--- src/rtl/alu_pkg.sv ---
`default_nettype none
// ============================================================================
//  Module      : alu_pkg
//  Description : Shared definitions for the ARMv4 ALU datapath. These are the
//                operation select encoding for the arithmetic unit and the
//                packed NZCV flag bundle consumed by the condition-check logic.
//  Revision    : 1.0 - initial release
// ============================================================================
package alu_pkg;

    // Arithmetic unit operation select
    localparam logic ALU_OP_ADD = 1'b0;
    localparam logic ALU_OP_SUB = 1'b1;

    // NZCV flag bundle, MSB first in the ARM CPSR order
    typedef struct packed {
        logic n;    // negative: result MSB
        logic z;    // zero: result == 0
        logic c;    // carry out / NOT borrow
        logic v;    // signed overflow
    } alu_flags_t;

endpackage : alu_pkg
`default_nettype wire

--- src/rtl/arith_adder.sv ---
`default_nettype none
// ============================================================================
//  Module      : arith_adder
//  Description : Combinational N-bit ripple-carry adder built from a chain of
//                full adders. Exposes the carry into the MSB alongside the
//                carry out so the caller can derive signed overflow.
//  Ports       : a, b   - N-bit addends
//                cin    - carry into bit 0
//                sum    - N-bit sum, modulo 2^N
//                cout   - carry out of bit N-1
//                c_msb  - carry into bit N-1
//  Revision    : 1.0 - initial release
// ============================================================================
module arith_adder #(
    parameter int N = 8
) (
    input  logic [N-1:0] a,
    input  logic [N-1:0] b,
    input  logic         cin,
    output logic [N-1:0] sum,
    output logic         cout,
    output logic         c_msb
);

    // w_carry[i] is the carry into bit i; w_carry[N] is the final carry out
    logic [N:0] w_carry;

    assign w_carry[0] = cin;

    generate
        for (genvar i = 0; i < N; i++) begin : g_fa
            assign sum[i]       = a[i] ^ b[i] ^ w_carry[i];
            assign w_carry[i+1] = (a[i] & b[i]) | (w_carry[i] & (a[i] ^ b[i]));
        end
    endgenerate

    assign cout  = w_carry[N];
    assign c_msb = w_carry[N-1];

endmodule : arith_adder
`default_nettype wire

--- src/rtl/arith_unit.sv ---
`default_nettype none
// ============================================================================
//  Module      : arith_unit
//  Description : Registered N-bit add/subtract unit with ARM-style carry and
//                NZCV flags. Results appear one cycle after the operands.
//                Subtraction is performed as a + ~b + 1, so cout is NOT borrow.
//  Ports       : clk, rst           - clock, synchronous active-high reset
//                in_valid           - operands/select valid this cycle
//                a, b               - N-bit operands
//                select             - 0 = ADD, 1 = SUB
//                out, out_valid     - registered result and its valid strobe
//                cout, zero,
//                negative, overflow - registered flags, coherent with out
//  Revision    : 1.0 - initial release
// ============================================================================
module arith_unit
    import alu_pkg::*;
#(
    parameter int N = 8
) (
    input  logic         clk,
    input  logic         rst,
    input  logic         in_valid,
    input  logic [N-1:0] a,
    input  logic [N-1:0] b,
    input  logic         select,
    output logic         cout,
    output logic [N-1:0] out,
    output logic         out_valid,
    output logic         zero,
    output logic         negative,
    output logic         overflow
);

    logic         w_is_sub;
    logic [N-1:0] w_b_op;
    logic [N-1:0] w_sum;
    logic         w_cout;
    logic         w_c_msb;

    logic [N-1:0] out_d,       out_q;
    alu_flags_t   flags_d,     flags_q;
    logic         out_valid_d, out_valid_q;

    // SUB reuses the adder: invert b and inject the +1 through cin
    assign w_is_sub = (select == ALU_OP_SUB);
    assign w_b_op   = w_is_sub ? ~b : b;

    arith_adder #(
        .N (N)
    ) u_adder (
        .a     (a),
        .b     (w_b_op),
        .cin   (w_is_sub),
        .sum   (w_sum),
        .cout  (w_cout),
        .c_msb (w_c_msb)
    );

    always_comb begin
        out_d       = out_q;
        flags_d     = flags_q;
        out_valid_d = in_valid;
        if (in_valid) begin
            out_d     = w_sum;
            flags_d.n = w_sum[N-1];
            flags_d.z = (w_sum == '0);
            flags_d.c = w_cout;
            // Carry into the MSB differing from carry out means the signed
            // result does not fit; this holds for ADD and for a + ~b + 1.
            flags_d.v = w_c_msb ^ w_cout;
        end
    end

    always_ff @(posedge clk) begin
        if (rst) begin
            out_q       <= '0;
            flags_q     <= '0;
            out_valid_q <= 1'b0;
        end else begin
            out_q       <= out_d;
            flags_q     <= flags_d;
            out_valid_q <= out_valid_d;
        end
    end

    assign out       = out_q;
    assign out_valid = out_valid_q;
    assign cout      = flags_q.c;
    assign zero      = flags_q.z;
    assign negative  = flags_q.n;
    assign overflow  = flags_q.v;

endmodule : arith_unit
`default_nettype wire

--- config.mk ---
export PLATFORM = sky130hd
export DESIGN_NAME = arith_unit
export DESIGN_NICKNAME = d
export VERILOG_FILES = /design/src/rtl/alu_pkg.sv /design/src/rtl/arith_adder.sv /design/src/rtl/arith_unit.sv
export SDC_FILE = /design/constraint.sdc
export NUM_CORES = 1
export LEC_CHECK = 0
export ABC_AREA = 1
export CORE_UTILIZATION = 36
export DETAILED_ROUTE_END_ITERATION = 7
export GPL_TIMING_DRIVEN = 0
export PLACE_DENSITY = 0.74
export SETUP_SLACK_MARGIN = 0.05
export SYNTH_ARGS = -nofsm -noshare
export SYNTH_HDL_FRONTEND = slang
export SYNTH_SLANG_ARGS = --single-unit
--- constraint.sdc ---
create_clock -name clk -period 4.5 [get_ports clk]
set_clock_uncertainty 0.1 [all_clocks]
set_input_delay 1.35 -clock clk [delete_from_list [all_inputs] [get_ports clk]]
set_output_delay 1.35 -clock clk [all_outputs]
set_load 0.02 [all_outputs]
Word-level counts from Yosys, hierarchy flattened
Cells that the tools add are included.

Bits of input ports: 20. Output and inout bits: 13. Register bits after elaboration: 13. Word-level logic and storage cells: 50.

Bitwise gates (word level): 42. Multiplexer cells: 1. Reduce and logical (&&, ||, !) cells: 1.

Operators with widths (number): 1-bit XOR (17); 1-bit bitwise AND (16); 8-bit logical NOT (1); 8-bit two-way mux (1); 8-bit inverter (1); 1-bit OR (8).

Depth between registers and ports, before layout
Depth after elaboration: 20. Mapped depth: 17. Depth with buffers taken out: 16.

By module
Synthesis repeated with hierarchy kept, for this count alone.

Cells, all modules: 87. Area total of the unflattened synthesis: 778.2 µm².

By module, submodules not included: arith_unit (times used 1, area each 580.6 µm², seq. area each 240.2 µm², cells each 69); arith_adder (times used 1, area each 197.7 µm², seq. area each 0.0 µm², cells each 18).

Least setup slack after synthesis
OpenSTA, ideal clock, no wires.

Kind: input to register. From: input select. To: register flags_q (netlist bit zero). Data required time: 4.334 ns. Arrival time: 4.679 ns. Cell stages on the path: 17. Path buffers: 1. Setup slack: -0.345 ns. Setup time: 0.066 ns. Path through: buf_2 xnor2_1 fa_1 fa_1 fa_1 inv_1 fa_1 inv_1 fa_1 fa_1 inv_1 fa_1 inv_1 nand2_1 nor2_1 nand3_1 a21oi_2.

Cells in the longest elaborated chain, start to end: 18. Elaborated cells between the ends (all ways): 39. Those cells by class: 1 x mux; 37 x bitwise; 1 x reduce/logical.

RTL lines: start: declaration (RTL line arith_unit.sv:26) `input logic select,`; 8-bit two-way mux (RTL line arith_unit.sv:47) `assign w_b_op = w_is_sub ? ~b : b;`; 1-bit XOR (RTL line arith_adder.sv:33) `assign w_carry[i+1] = (a[i] & b[i]) | (w_carry[i] & (a[i] ^ b[i]));`; 1-bit bitwise AND (RTL line arith_adder.sv:33); 1-bit OR (RTL line arith_adder.sv:33); 1-bit bitwise AND (RTL line arith_adder.sv:33); 1-bit OR (RTL line arith_adder.sv:33); 1-bit bitwise AND (RTL line arith_adder.sv:33); 1-bit OR (RTL line arith_adder.sv:33); (+3 left out); 1-bit OR (RTL line arith_adder.sv:33); 1-bit bitwise AND (RTL line arith_adder.sv:33); 1-bit OR (RTL line arith_adder.sv:33); 1-bit bitwise AND (RTL line arith_adder.sv:33); 1-bit OR (RTL line arith_adder.sv:33); 1-bit XOR (*) (RTL line arith_adder.sv:32) `assign sum[i] = a[i] ^ b[i] ^ w_carry[i];`; net u_adder.sum[7] (RTL line arith_adder.sv:20) `output logic [N-1:0] sum,`; 8-bit logical NOT (*) (RTL line arith_unit.sv:67) `flags_d.z = (w_sum == '0);`; end signal: assignment (RTL line arith_unit.sv:82) `flags_q <= flags_d;`; end: declaration (RTL line arith_unit.sv:42) `alu_flags_t flags_d, flags_q;`.

Mark *: on every way through the listed nets, which the timed path passes. The rest lies on a longest branch. A chain may end at the register's enable or synchronous reset.

Worst setup path after layout
Ends and elaborated chain as after synthesis.

==> impl_metrics.sql <==
INSERT INTO impl_metrics (metric_group, metric, value, unit) VALUES
('timing', 'final.min_clock_period', '4427', 'ps'),
('logic_synthesis', 'netlist_top_cells_count', 'sky130_fd_sc_hd__dfxtp_1 (12), sky130_fd_sc_hd__inv_1 (10), sky130_fd_sc_hd__a21oi_1 (7), sky130_fd_sc_hd__fa_1 (7), sky130_fd_sc_hd__xnor2_1 (7)', ''),
('worst_hold_path', 'worst_hold_path_type', 'reg -> reg', ''),
('logic_synthesis', 'synth_flop_cell', 'sky130_fd_sc_hd__dfxtp_1', ''),
('setup_path', 'worst-path-buf-inv', '5', ''),
('timing', 'timing.setup.tns', '0', 'ps'),
('finish', 'layout.cells.non_filler', '145', ''),
('clocking', 'h_tree_lvls', '1', ''),
('finish', 'multi_input_comb_area', '429.2', 'um2'),
('finish', 'ant_diodes', '0', ''),
('timing', 'hold_vio_cnt_final', '0', ''),
('finish', 'final_design_area_no_fill', '1182', 'um2'),
('placement', 'dpl_cell_area', '1057', 'um2'),
('logic_synthesis', 'post_synth.cell_area_avg', '8.933', 'um2'),
('grt', 'grt_use_met1', '18.55', '%'),
('floorplan', 'fp.dieH', '46.28', 'um'),
('logic_synthesis', 'mappedNetlistArea', '705.7', 'um2'),
('drt', 'routedWlPerCell', '10.75', 'um'),
('grt', 'grt.overflow.total', '0', ''),
('logic_synthesis', 'syn-instance-count', '79', ''),
('logic_synthesis', 'synth_largest_area_cell', 'sky130_fd_sc_hd__dfxtp_1', ''),
('placement', 'preCtsSetupSlack', '-617.9', 'ps'),
('logic_synthesis', 'most_common_cell_in_the_netlist', 'sky130_fd_sc_hd__dfxtp_1', ''),
('timing', 'setup_viol_count_final', '0', ''),
('drt', 'ant_nets', '0', ''),
('clocking', 'number_of_clock_buffers_inserted_by_tritoncts', '3', ''),
('logic_synthesis', 'yosys_warnings', '0', ''),
('grt', 'gr-usage-met2', '28.17', '%'),
('drt', 'wl', '1.559', 'mm'),
('drt', 'drcViolationCount', '0', ''),
('finish', 'design.final.nets', '148', ''),
('finish', 'syn_to_final_growth', '67.55', '%'),
('timing', 'slew_headroom', '84.79', '%'),
('timing', 'worst-slew-pin-transition', '226.5', 'ps'),
('timing', 'achievable-frequency', '225.9', 'MHz'),
('drt', 'dr_total_vias', '667', ''),
('timing', 'fin_ws', '73.04', 'ps'),
('outcome', 'run_status', 'finished, final reports clean', ''),
('pwr', 'power.density', '301.0', 'nW/um2'),
('placement', 'gp_routability_congestion', '0.7467', ''),
('pwr', 'power.ir.vdd_worst', '0.0001546', 'V'),
('grt', 'global_route.usage.total', '15.61', '%'),
('grt', 'grt_antenna_before_repair', '0', ''),
('finish', 'fillers', '162', ''),
('setup_path', 'worstPathMaxFanout', '6', ''),
('logic_synthesis', 'synth_seq_area_share', '34.04', '%'),
('floorplan', 'placementRows', '15', ''),
('grt', 'global_route.peak_usage_layer', 'met2', ''),
('clocking', 'tritoncts', 'built', ''),
('placement', 'place.detailed.instances', '134', ''),
('timing', 'rsz0062_at_grt', 'true', ''),
('run', 'drv_cap', '0', ''),
('clocking', 'clkLatencyLatePin', '270', 'ps'),
('setup_path', 'max_stage_delay', '410', 'ps'),
('logic_synthesis', 'yosysUniqueCellTypes', '20', ''),
('finish', 'regArea', '240.2', 'um2'),
('clocking', 'cts_root_buf', 'sky130_fd_sc_hd__clkbuf_4', ''),
('logic_synthesis', 'synth-edff-count', '0', ''),
('logic_synthesis', 'post_synthesis_net_count', '106', ''),
('setup_path', 'critical_path.endpoint_type', 'flop', ''),
('timing', 'period_share', '98.38', '%'),
('setup_path', 'cpMaxStageDelayCell', 'sky130_fd_sc_hd__fa_1', ''),
('pwr', 'leakage', '0.5091', 'nW'),
('timing', 'finalHoldWorstSlack', '391.2', 'ps'),
('floorplan', 'die-area', '2141', 'um2'),
('logic_synthesis', 'synth.ff_latch_count', '12', ''),
('floorplan', 'die_w', '46.28', 'um'),
('grt', 'first_global_vias', '578', ''),
('setup_path', 'timing.critical_path.mode_cell', 'sky130_fd_sc_hd__fa_2', ''),
('clocking', 'cts_hold_buf', '0', ''),
('setup_path', 'critical_path.top_delay_family', 'adder cells', '');
## worst paths after layout
kind | depth (start not counted) | slack, ps | start | end
setup reg to reg | 4 | 3750 | overflow | overflow
hold reg to reg | 2 | 390 | zero | zero
setup / recovery | 17 | 70 | select | zero
hold / removal | 2 | 390 | zero | zero
## placed cells by master, fill, tap and decap left out, drive strengths merged, types with 2 or more instances in the layout
cell           synthesis  layout
a21oi                  8       8
dfxtp                 12      12
nand2                  6       6
xor2                   2       2
clkdlybuf4s50          0      25
xnor2                  7       7
clkbuf                 0       4
buf                    4      14
inv                   14      14
o21ai                  9       9
fa                     7       7
nor2                   7       7
## worst min-delay path: stages, from the launching register on
cell and delay [ps]:
sky130_fd_sc_hd__dfxtp_1 320, sky130_fd_sc_hd__nand2_1 80, sky130_fd_sc_hd__a21oi_2 50
## cell families (layout without fill, tap and decap cells)
kind of cell,Yosys count,in the layout,share of synthesized area [%]
compound gates,18,18,13.65
xor+xnor,9,9,11.17
fa+ha+maj,7,7,19.86
buf+inv,18,59,11.53
flops,12,12,34.04
mux,1,1,1.418
simple gates,14,14,8.334
## sequential cells by signal (all words and copies together), names as in the netlist
register / cells
cout: 1
out: 8
zero: 1
overflow: 1
out_valid: 1
## repair_timing
action                     4_1_cts  5_1_grt
setup endpoints to repair        3        3
resized for setup               22        8
buffers inserted                 3        4
pin swaps                       11       11
## report_power, final
group,internal [mW],switching [mW]
sequential,0.117,0.00543
combinational,0.0810,0.0686
clock,0.0491,0.0351
## routing by layer
layer | vias up | share of wire [%]
li1 | 327 | -
met1 | 316 | 43
met2 | 22 | 53
met3 | 2 | 3.5
met4 | 0 | 0.58
met5 | - | 0
## cell type report
type | count | share of cell area, %
plain buffers | 4 | 3.704
clock buffers | 4 | 3.069
inverters | 14 | 4.444
multi-input cells | 49 | 36.30
flip-flops and latches | 12 | 20.32
well taps | 25 | 2.646
repair buffers | 37 | 29.52
## through the flow
stage	util [%]	power, mW
after floorplan	-	0.2004
after global placement	59.30	0.2489
after detailed placement	59.30	0.2530
after CTS	62.74	0.3510
after global routing	66.32	0.3769
final	66.32	0.3558
Note: power is estimated with default switching activity, not from simulation.
